--- config.mk ---
export PLATFORM = sky130hd
export DESIGN_NAME = mem_initiator
export DESIGN_NICKNAME = d
export VERILOG_FILES = /design/src/rtl/mem_initiator.sv
export SDC_FILE = /design/constraint.sdc
export NUM_CORES = 1
export LEC_CHECK = 0
export CORE_UTILIZATION = 40
export DETAILED_ROUTE_END_ITERATION = 16
export PLACE_DENSITY = 0.84
export SLEW_MARGIN = 25
export SYNTH_ARGS = -nofsm -noshare
export SYNTH_HDL_FRONTEND = slang
export SYNTH_SLANG_ARGS = --single-unit
--- constraint.sdc ---
create_clock -name clk -period 2.15 [get_ports clk]
set_clock_uncertainty 0.2 [all_clocks]
set_input_delay 0.5375 -clock clk [delete_from_list [all_inputs] [get_ports clk]]
set_output_delay 0.5375 -clock clk [all_outputs]
set_load 0.05 [all_outputs]
--- src/rtl/mem_initiator.sv ---
// Command-driven initiator for a falling-edge single-port RAM.
// Sequences single/burst reads and writes; read data leaves on a valid/ready stream.
module mem_initiator #(
    parameter int ADDR_W = 7,
    parameter int DATA_W = 8
) (
    input  logic              clk,
    input  logic              rst_n,
    input  logic              cmd_valid,
    output logic              cmd_ready,
    input  logic [1:0]        cmd_op,
    input  logic [ADDR_W-1:0] cmd_addr,
    input  logic [ADDR_W-1:0] cmd_len,
    input  logic [DATA_W-1:0] cmd_data,
    output logic [DATA_W-1:0] rd_data,
    output logic              rd_valid,
    input  logic              rd_ready,
    output logic              busy,
    output logic              done,
    output logic              mem_we,
    output logic [ADDR_W-1:0] mem_addr,
    output logic [DATA_W-1:0] mem_din,
    input  logic [DATA_W-1:0] mem_dout
);

    localparam logic [1:0] OP_READ  = 2'b00;
    localparam logic [1:0] OP_WRITE = 2'b01;
    localparam logic [1:0] OP_FILL  = 2'b10;
    localparam logic [1:0] OP_BURST = 2'b11;

    typedef enum logic [1:0] {
        IDLE,
        WR,
        RD_ISSUE,
        RD_HOLD
    } state_t;

    state_t              state;
    logic [ADDR_W-1:0]   remaining;
    logic                is_wr_op;
    logic                is_len_op;

    assign is_wr_op  = (cmd_op == OP_WRITE) || (cmd_op == OP_FILL);
    assign is_len_op = (cmd_op == OP_FILL) || (cmd_op == OP_BURST);

    // mem_addr doubles as the current address so the RAM sees it straight from a flop
    assign busy      = (state != IDLE);
    assign cmd_ready = (state == IDLE) && !done;

    always_ff @(posedge clk or negedge rst_n) begin
        if (!rst_n) begin
            state     <= IDLE;
            remaining <= '0;
            mem_we    <= 1'b0;
            mem_addr  <= '0;
            mem_din   <= '0;
            rd_data   <= '0;
            rd_valid  <= 1'b0;
            done      <= 1'b0;
        end else begin
            done <= 1'b0;
            unique case (state)
                IDLE: begin
                    if (cmd_valid && cmd_ready) begin
                        mem_addr  <= cmd_addr;
                        mem_din   <= cmd_data;
                        remaining <= is_len_op ? cmd_len : '0;
                        if (is_wr_op) begin
                            mem_we <= 1'b1;
                            state  <= WR;
                        end else begin
                            state  <= RD_ISSUE;
                        end
                    end
                end
                WR: begin
                    if (remaining == '0) begin
                        mem_we <= 1'b0;
                        done   <= 1'b1;
                        state  <= IDLE;
                    end else begin
                        mem_addr  <= mem_addr + ADDR_W'(1);
                        remaining <= remaining - ADDR_W'(1);
                    end
                end
                RD_ISSUE: begin
                    rd_data  <= mem_dout;
                    rd_valid <= 1'b1;
                    state    <= RD_HOLD;
                end
                RD_HOLD: begin
                    if (rd_ready) begin
                        rd_valid <= 1'b0;
                        if (remaining == '0) begin
                            done  <= 1'b1;
                            state <= IDLE;
                        end else begin
                            mem_addr  <= mem_addr + ADDR_W'(1);
                            remaining <= remaining - ADDR_W'(1);
                            state     <= RD_ISSUE;
                        end
                    end
                end
                default: state <= IDLE;
            endcase
        end
    end

endmodule
==> flow_summary.ini <==
[run_status]
outcome = finished clean

[placement]
gpl.final_weighted_congestion = 0.8397
io_buffers = 63
dp_hpwl_mm = 3.156
place_inst = 291

[yosys]
synthesis.nets = 215
synth_compound_area_share_pct = 16.36
yosysUniqueCellTypes = 48
yosys.area_share.simple_pct = 21.69
netlist_instances = 174
synth.avg_cell_area_um2 = 10.11
synth_mux_area_share_pct = 5.690
synthXorXnorAreaFrac_pct = 0
synth_largest_area_cell = dfrtp_1
async_flop_share_pct = 100.0
yosysTopAreaCellShare_pct = 49.79
ys_seq_area_share_pct = 49.79
synth_fa_ha_area_share_pct = 3.556
synth-seq-cells = 35
synth-edff-count = 0
ys.flop_type = dfrtp_1
synth_area_leaders = dfrtp_1 50%, nand2_1 7.5%, mux2_2 5.1%, ha_1 3.6%, nor2_1 2.3%
synth_top_family_by_area = simple AND/OR/NAND/NOR gates
synth_area_mm2 = 0.001759
yosysWarnings = 0

[cells_and_area]
mostFrequentLayoutCells = 35 x nand2_1, 35 x dfrtp_1, 34 x clkdlybuf4s50_1, 34 x buf_4, 11 x nor2_1
fin_cells = 299
fillers = 360
drive_gt1_share_pct = 26.10
nNetsFinal = 289
syn_to_final_growth_pct = 45.45
antenna_cells = 0

[routing]
wl_met1_mm = 1.919
dr_wl_met3_um = 251
viasPerCell = 5.278
ant_nets = 0
post-route-drc-count = 0
totalWireLength_mm = 4.277
avgRoutedWirePerCell_um = 14.30
routed-wl-met2_mm = 2.053
dr.pass1.iters = 4
top_layer_used = met4
drtIter0Drc = 95
via_count = 1578

[floorplanning]
fp.dieW_um = 68.32
start_util_pct = 42.75
ioPinCount = 64
fp.coreArea_mm2 = 0.004115
die_y_um = 68.32
die_area_mm2 = 0.004667
rows = 23

[clock_network]
path_clk_slew_ns = 0.08
cts_buffers = 5
cts_tree = done
clk_path_buf_depth = 2
cts-root-buf = clkbuf_8
htree_levels = 2
clk_latency_ns = 0.29
cts.sinks = 35
cts_hold_buf = 0

[worst_setup_path]
reg2regPathDepth = 6
critPathCaptureType = primary output
arrival_ns = 1.31
path_delay_family = flip-flops
slowest_stage = dfrtp_1
path_class = flip-flop to primary output
required_ns = 1.41
crit_cells = 2
path_max_fanout = 7
critical_path.cell_chain = nor3_4, buf_12
start_kind = flip-flop
cp_slowest_stage_delay_ns = 0.48
crit_buf_inv = 1

[global_routing]
gr-total-overflow = 0
grt_usage_pct = 20.16
grt_pass1_wl_mm = 6.851
grt_start_max_net_pins = 36
antenna_found_initial = 0
grt_pass1_vias = 1522

[timing]
fmax_ghz = 0.4880
hold_viol = 0
slew_violations = 0
finalSetupViolations = 0
worst_pin_slew_ns = 0.4518
min_period_over_period_pct = 95.30
slew_headroom_pct = 69.88
fin_crit_ns = 2.049
rsz0062_at_grt = false

[pwr]
p_leak_uw = 0.001179
power_uw = 4485
clkPwrFrac_pct = 13.3
comb_power_share_pct = 58.6
p_seq_share_pct = 28.1
swShare_pct = 48.41
switching_power_uw = 2171
internal_power_uw = 2314
peakVddDrop_uv = 803.6
power_density_mw_per_mm2 = 1753

[worst_hold_path]
hp-class = primary input to asynchronous set/reset pin

[job]
max-cap-violations = 0
kinds of logic after synthesis:
logic type | count (synthesis)
buffers and inverters | 10
adders and majority gates | 5
and+or+nand+nor | 76
DFF | 35
muxes | 9
AOI/OAI and AO/OA | 39
area by class of cell:
type / instances / area [um2] / area share, %
Sequential cell: 35 / 875.8 / 34.23
Clock buffer: 5 / 68.82 / 2.689
Tap cell: 50 / 62.56 / 2.445
Multi-Input combinational cell: 129 / 837.1 / 32.71
Clock inverter: 3 / 43.79 / 1.711
Inverter: 5 / 18.77 / 0.7335
Timing Repair Buffer: 72 / 651.9 / 25.48
flip-flops by register name, indices dropped and copies added, names as in the netlist:
register / flops
mem_din: 8
rd_data: 8
mem_we: 1
remaining: 7
done: 1
state: 2
rd_valid: 1
mem_addr: 7
per-stage QoR:
stage	utilization (%)	setup slack (ns)	hold slack (ns)	cell area, um2	setup TNS [ns]
floorplan	-	0.009823	0.04191	1759	0
global placement	59.23	-0.1681	0.2595	2437	-0.7951
detailed placement	59.23	-0.2236	0.2673	2437	-1.109
CTS	61.96	0.05670	0.08934	2550	0
global route	62.18	0.01599	0.1016	2559	0
finish	62.18	0.1010	0.07282	2559	0
what timing repair did:
action                                  CTS  global route
buffers inserted                          0             0
endpoints found under the setup margin    0             3
resized for setup                         0             3
worst paths after layout:
check	to	start	slack, ns
max in group asynchronous	mem_addr[6]	rst_n	1.35
min in group clk	mem_din[5]	mem_din[5]	0.29
worst min register to register	mem_din[5]	mem_din[5]	0.29
worst min-delay path	remaining[0]	rst_n	0.07
worst max register to register	remaining[4]	remaining[0]	0.34
worst max-delay path	cmd_ready	state[1]	0.10
metal layers:
metal	up-vias	track usage, %
li1	770	-
met1	752	25.05
met2	48	33.21
met3	8	5.833
met4	0	6.771
met5	-	0
power groups by stage:
| stage | clock, uW | sequential, uW | combinational, uW |
|---|---|---|---|
| final | 598 | 1260 | 2630 |
| after global routing | 637 | 1310 | 2820 |
| after CTS | 610 | 1260 | 2640 |
| after detailed placement | 0 | 1270 | 2630 |
| after global placement | 0 | 1250 | 2580 |
| after floorplan | 0 | 2030 | 1050 |
worst reg2reg max path, stage by stage (launching register included):
cell      delay (ns)
dfrtp_1         0.38
inv_1           0.16
ha_1            0.20
and4b_4         0.28
o21a_4          0.20
o21ai_1         0.09
a211oi_1        0.22
synthesized netlist by cell type, types with 2 or more instances:
cell type	instances
a211oi_1	2
a21o_1	2
a21oi_1	6
a31oi_1	6
a32oi_1	2
and3_1	4
buf_2	2
dfrtp_1	35
ha_1	5
inv_1	3
mux2_2	8
nand2_1	35
nand2b_1	2
nand3_1	7
nand4b_1	3
nor2_1	11
nor2_2	2
nor2b_1	3
o21a_1	2
o21ai_0	5
o32ai_1	2
Note: power is estimated with default switching activity, not from simulation.
